--- src/rtl/fsm_qual_state_bank_if.sv ---
// Handshake-free control bundle for the qualified two-state FSM bank.
// master drives controls and raw inputs, slave returns state and edge pulses.
interface fsm_qual_state_bank_if #(
    parameter int CH    = 4,
    parameter int CNT_W = 8
);
    logic             en;
    logic [CH-1:0]    in;
    logic [CH-1:0]    mode;
    logic [CNT_W-1:0] hold_cfg;
    logic [CH-1:0]    state_out;
    logic [CH-1:0]    rise;
    logic [CH-1:0]    fall;

    modport master (
        output en, in, mode, hold_cfg,
        input  state_out, rise, fall
    );

    modport slave (
        input  en, in, mode, hold_cfg,
        output state_out, rise, fall
    );
endinterface

--- src/rtl/fsm_qual_state_bank.sv ---
// Bank of CH glitch-filtered S0/S1 FSMs with level-follow or toggle mode.
// Each input must hold for hold_cfg+1 enabled edges before it is accepted.
module fsm_qual_state_bank #(
    parameter int CH    = 4,
    parameter int CNT_W = 8
) (
    input  logic                 clk,
    input  logic                 rst_n,
    fsm_qual_state_bank_if.slave bus
);
    typedef enum logic {
        S0 = 1'b0,
        S1 = 1'b1
    } st_e;

    st_e              st_q  [CH];
    st_e              st_d  [CH];
    logic [CNT_W-1:0] cnt_q [CH];
    logic [CNT_W-1:0] cnt_d [CH];
    logic [CH-1:0]    q_q;
    logic [CH-1:0]    q_d;
    logic [CH-1:0]    rise_q;
    logic [CH-1:0]    rise_d;
    logic [CH-1:0]    fall_q;
    logic [CH-1:0]    fall_d;
    logic [CH-1:0]    diff;
    logic [CH-1:0]    qual;
    logic [CH-1:0]    st_vec;

    // >= rather than == so a lowered hold_cfg qualifies immediately
    always_comb begin
        for (int i = 0; i < CH; i++) begin
            diff[i] = bus.in[i] ^ q_q[i];
            qual[i] = diff[i] && (cnt_q[i] >= bus.hold_cfg);
        end
    end

    always_ff @(posedge clk or negedge rst_n) begin
        if (!rst_n) begin
            q_q    <= '0;
            rise_q <= '0;
            fall_q <= '0;
            for (int i = 0; i < CH; i++) begin
                st_q[i]  <= S0;
                cnt_q[i] <= '0;
            end
        end else begin
            q_q    <= q_d;
            rise_q <= rise_d;
            fall_q <= fall_d;
            for (int i = 0; i < CH; i++) begin
                st_q[i]  <= st_d[i];
                cnt_q[i] <= cnt_d[i];
            end
        end
    end

    always_comb begin
        q_d    = q_q;
        rise_d = '0;
        fall_d = '0;
        for (int i = 0; i < CH; i++) begin
            st_d[i]  = st_q[i];
            cnt_d[i] = cnt_q[i];
        end
        if (bus.en) begin
            for (int i = 0; i < CH; i++) begin
                unique case (1'b1)
                    !diff[i]: cnt_d[i] = '0;
                    qual[i]: begin
                        q_d[i]   = bus.in[i];
                        cnt_d[i] = '0;
                    end
                    default: cnt_d[i] = cnt_q[i] + 1'b1;
                endcase
                // toggle mode only reacts to rising qualifications
                if (!bus.mode[i]) begin
                    st_d[i] = st_e'(q_d[i]);
                end else if (qual[i] && bus.in[i]) begin
                    st_d[i] = (st_q[i] == S1) ? S0 : S1;
                end
                rise_d[i] = (st_q[i] == S0) && (st_d[i] == S1);
                fall_d[i] = (st_q[i] == S1) && (st_d[i] == S0);
            end
        end
    end

    always_comb begin
        for (int i = 0; i < CH; i++) begin
            st_vec[i] = st_q[i];
        end
    end

    assign bus.state_out = st_vec;
    assign bus.rise      = rise_q;
    assign bus.fall      = fall_q;
endmodule

--- src/flat_wrapper.sv ---
// flat-port wrapper written by rule: the top's interface ports become plain ports
module fsm_qual_state_bank_flat 
#(
    parameter int CH    = 4,
    parameter int CNT_W = 8
)
  (clk, rst_n, bus_en, bus_in, bus_mode, bus_hold_cfg, bus_state_out, bus_rise, bus_fall);
  fsm_qual_state_bank_if #(.CH(CH), .CNT_W(CNT_W)) bus_i ();
  input  logic clk;
  input  logic rst_n;
  input wire logic [$bits(bus_i.en)-1:0] bus_en;
  input wire logic [$bits(bus_i.in)-1:0] bus_in;
  input wire logic [$bits(bus_i.mode)-1:0] bus_mode;
  input wire logic [$bits(bus_i.hold_cfg)-1:0] bus_hold_cfg;
  output wire logic [$bits(bus_i.state_out)-1:0] bus_state_out;
  output wire logic [$bits(bus_i.rise)-1:0] bus_rise;
  output wire logic [$bits(bus_i.fall)-1:0] bus_fall;
  assign bus_i.en = bus_en;
  assign bus_i.in = bus_in;
  assign bus_i.mode = bus_mode;
  assign bus_i.hold_cfg = bus_hold_cfg;
  assign bus_state_out = bus_i.state_out;
  assign bus_rise = bus_i.rise;
  assign bus_fall = bus_i.fall;
  fsm_qual_state_bank #(.CH(CH), .CNT_W(CNT_W)) u_core (.clk(clk), .rst_n(rst_n), .bus(bus_i));
endmodule
--- config.mk ---
export PLATFORM = sky130hd
export DESIGN_NAME = fsm_qual_state_bank_flat
export DESIGN_NICKNAME = d
export VERILOG_FILES = /design/src/rtl/fsm_qual_state_bank_if.sv /design/src/rtl/fsm_qual_state_bank.sv /design/src/flat_wrapper.sv
export SDC_FILE = /design/constraint.sdc
export NUM_CORES = 1
export LEC_CHECK = 0
export BUFFER_PORTS_ARGS = -buffer_cell sky130_fd_sc_hd__buf_2
export CAP_MARGIN = 25
export CORE_MARGIN = 2
export CORE_UTILIZATION = 30
export DETAILED_ROUTE_END_ITERATION = 12
export PLACE_DENSITY = 0.48
export SYNTH_ARGS = -nofsm -noshare
export SYNTH_HDL_FRONTEND = slang
export SYNTH_SLANG_ARGS = --single-unit
export TNS_END_PERCENT = 5
--- constraint.sdc ---
create_clock -name clk -period 2.7 [get_ports clk]
set_input_delay 0.27 -clock clk [delete_from_list [all_inputs] [get_ports clk]]
set_output_delay 0.27 -clock clk [all_outputs]
set_load 0.01 [all_outputs]
==> results.toml <==
[clock_network]
clock_tree.htree_level_count = 2
tritoncts = "yes"
clk_latency_ns = 0.29
clock_path_buffers = 2
cts_resized = 0
cts_buffer_count = 5
clk_root_buffer_cell = "sky130_fd_sc_hd__clkbuf_8"
cts_post_setup_buffers_inserted = 0
tritoncts_num_sinks = 48
clk_pin_slew_worst_paths_ns = 0.09
hold_fix_buffers_cts = 1

[grt]
grt_remaining_overflow = 0
antenna_found_initial = 0
grt_usage_pct = 13.9
grt_first_pass_wirelength_um = 13200
via_count_of_the_first_global_routing_pass = 2680
maximum_number_of_pins_on_one_net_before_global_route_repair = 52

[sta]
post-route-period-util_pct = 86.4
hold_violations = 0
slew_limit_headroom_pct = 59.7
slew_violations = 0
max_freq_ghz = 0.429
rsz0062_at_grt = "no"
fin_worst_skew_ns = 0.00332
finalSetupViolCount = 0
slew_of_the_pin_with_the_lowest_slew_margin_ns = 0.601
finalHoldWorstSlack_ns = 0.241
fin_tns_setup_ns = 0
final.min_clock_period_ns = 2.33

[cells_and_area]
post_route_cells_drive_above_1_share_pct = 14.5
finalCoreUtilization_pct = 34.3
syn2layout_area_growth_pct = 11.8
finish.net_count = 440
fillerInstances = 1121
antenna_cells_inserted = 0
finish.cell_count_without_fillers = 525

[worst_setup_path]
ff2ff_path_depth = 7
rr_endpoint = "u_core.bus.state_out[1]"
crit_path_max_fanout = 8
cp_data_arrival_time_ns = 2.50
critPathKind = "register to register"
crit-reg2reg-launch = "u_core.cnt_q[16]"
data_required_time_at_the_worst_endpoint_ns = 2.87
startpoint_type = "register"
cp-end-kind = "register"
rrSetupSlack_ns = 0.37

[logic_synthesis]
post_synth_top_area_share_pct = 36.2
synth.cell_area_um2 = 3310
number_of_distinct_library_cell_variants_in_the_gate_level_netlist_after_synthesis = 55
netlist.top_cell.by_area = "sky130_fd_sc_hd__dfrtp_1"
synth_compound_gate_area_share_pct = 21.3
synth_seq_area_share_pct = 36.2
xor_xnor_portion_of_the_synthesized_cell_area_pct = 3.96
netlist_top_cells_area = "sky130_fd_sc_hd__dfrtp_1 (36%), sky130_fd_sc_hd__ha_1 (14%), sky130_fd_sc_hd__nand2_1 (5.3%), sky130_fd_sc_hd__a21oi_1 (3.9%), sky130_fd_sc_hd__o21ai_0 (3.0%)"
synth_seq_cells = 48
syn-instance-count = 357
synthMostInstantiatedCell = "sky130_fd_sc_hd__dfrtp_1"
post_synth_fa_ha_maj_area_fraction_pct = 13.6
synth_mux_area_share_pct = 3.21
dominant_combinational_cell_family_by_area_after_synthesis = "compound AO/OA/AOI/OAI gates"
postSynthNetCount = 412
post_synth_and_or_nand_nor_area_fraction_pct = 17.7
post_synthesis_mean_instance_area_um2 = 9.28
ys.flop_type = "sky130_fd_sc_hd__dfrtp_1"
synth.yosys.warnings = 0
synth-edff-count = 0
synthTopCellsByCount = "sky130_fd_sc_hd__dfrtp_1 (48), sky130_fd_sc_hd__nand2_1 (47), sky130_fd_sc_hd__ha_1 (36)"
async_flop_share_pct = 100

[worst_hold_path]
min_from = "bus_mode[0]"
hold-path-cell-count = 2
hold_path_class = "input port to register"
hold-path-endpoint = "u_core.bus.rise[0]"

[route]
remaining_drc_errors = 0
drt_pre_antenna_iters = 6
route.vias.total = 2715
totalWireLength_um = 7460
avg_vias_per_cell = 5.17
first_iter_violations = 94
routedWlPerCell_um = 14.2
final_antenna_net_count = 0

[floorplanning]
die_area_um2 = 11900
chipWidth_um = 109
coreArea_um2 = 10800
rows = 38
die_h_um = 109
ios = 31
floorplan.initialDensity_pct = 30.7

[placed_design]
placed_cells = 517
port_buffers = 30
gp_congestion = 0.743
place_hpwl_um = 5320

[status]
outcome = "completed"

[pwr]
max-vdd-ir-drop_v = 0.000246
reported_leakage_power_uw = 0.00174
cellPowerDensity_nw_per_um2 = 622

[job]
timing.max_cap.violations = 0
==> power breakdown <==
part	total, µW	switching [µW]	internal, µW
clock	421	243	177
combinational	811	425	385
sequential	1070	216	858
==> worst max-delay path, cell delays in order (launching register included) <==
cell,delay (ns)
sky130_fd_sc_hd__dfrtp_1,0.42
sky130_fd_sc_hd__inv_1,0.06
sky130_fd_sc_hd__ha_1,0.26
sky130_fd_sc_hd__nand2b_4,0.15
sky130_fd_sc_hd__a2111oi_4,0.39
sky130_fd_sc_hd__o21ai_2,0.18
sky130_fd_sc_hd__and4_1,0.22
sky130_fd_sc_hd__or4_1,0.52
==> placed cells by master (no fill, tap or decap), types with 2 or more instances in the layout <==
master                       n
sky130_fd_sc_hd__a21o_1      6
sky130_fd_sc_hd__nand4b_1    4
sky130_fd_sc_hd__a211o_1     4
sky130_fd_sc_hd__a211oi_1    3
sky130_fd_sc_hd__o22ai_1     2
sky130_fd_sc_hd__nand2_1    47
sky130_fd_sc_hd__buf_4       5
sky130_fd_sc_hd__a31oi_1     4
sky130_fd_sc_hd__o21ai_0    20
sky130_fd_sc_hd__clkbuf_8    5
sky130_fd_sc_hd__a2111oi_2   2
sky130_fd_sc_hd__inv_1      19
sky130_fd_sc_hd__buf_2      30
sky130_fd_sc_hd__dfrtp_1    48
sky130_fd_sc_hd__nand2b_1    4
sky130_fd_sc_hd__and4_1      3
sky130_fd_sc_hd__a2111oi_0   2
sky130_fd_sc_hd__xor2_1      9
sky130_fd_sc_hd__mux2i_1     5
sky130_fd_sc_hd__o2bb2ai_1   7
sky130_fd_sc_hd__mux2_2      5
sky130_fd_sc_hd__o21a_1      2
sky130_fd_sc_hd__a21oi_1    26
sky130_fd_sc_hd__nor3_1      7
sky130_fd_sc_hd__a2111oi_4   2
sky130_fd_sc_hd__nand3_1    14
sky130_fd_sc_hd__o211ai_1    3
sky130_fd_sc_hd__nand4_1     5
sky130_fd_sc_hd__ha_1       36
sky130_fd_sc_hd__nor2_1     15
sky130_fd_sc_hd__o31ai_1     3
sky130_fd_sc_hd__xnor2_1     6
sky130_fd_sc_hd__or3_1       6
sky130_fd_sc_hd__and3_1      3
==> logic make-up (layout without fill, tap and decap cells) <==
logic type                 Yosys count  in the layout
AOI/OAI and AO/OA                   96             96
xor gates and xnor gates            15             15
adders and majority gates           36             36
buffers and inverters               35             63
DFF                                 48             48
muxes                               10             10
and+or+nand+nor                    117            117
==> per-stage QoR <==
step	cell area [µm²]	worst slack (ns)	total power, µW
after floorplan	3310	0.517	1660
final	3710	0.368	2310
after global routing	3710	0.273	2510
after CTS	3710	0.349	2340
after detailed placement	3620	0.369	1900
after global placement	3620	0.431	1890
==> flip-flops by register name, summed over array words and instances, names as in the netlist <==
signal                count
u_core.cnt_q             32
u_core.bus.fall           4
u_core.bus.rise           4
u_core.bus.state_out      4
u_core.q_q                4
==> routing by layer <==
metal  GRT usage, %  vias to the layer above  wire length, µm  part of all wire [%]
met5              0                        -                0                     0
met4           2.84                        0               59                  0.79
met3           2.03                        4              177                   2.4
met2           24.4                       30             3520                    47
met1           18.2                     1323             3700                    50
li1               -                     1358                -                     -
==> worst max-delay path by stage <==
stage                      from                       to
2_1_floorplan  u_core.cnt_q[16]  u_core.bus.state_out[1]
3_3_place_gp   u_core.cnt_q[16]  u_core.bus.state_out[1]
3_5_place_dp   u_core.cnt_q[16]  u_core.bus.state_out[1]
4_1_cts        u_core.cnt_q[16]  u_core.bus.state_out[1]
5_1_grt        u_core.cnt_q[16]  u_core.bus.state_out[1]
6_report       u_core.cnt_q[16]  u_core.bus.state_out[1]
==> cell type report <==
cell class                 count  area (µm²)  share of cell area (%)
clock inverter                 1        5.00                   0.135
clock buffer                   6        72.6                    1.96
sequential                    48        1200                    32.4
tap                          140         175                    4.73
multi-input combinational    274        1980                    53.4
inverter                      20        75.1                    2.03
timing repair buffer          36         198                    5.33
Note: power is estimated with default switching activity, not from simulation.
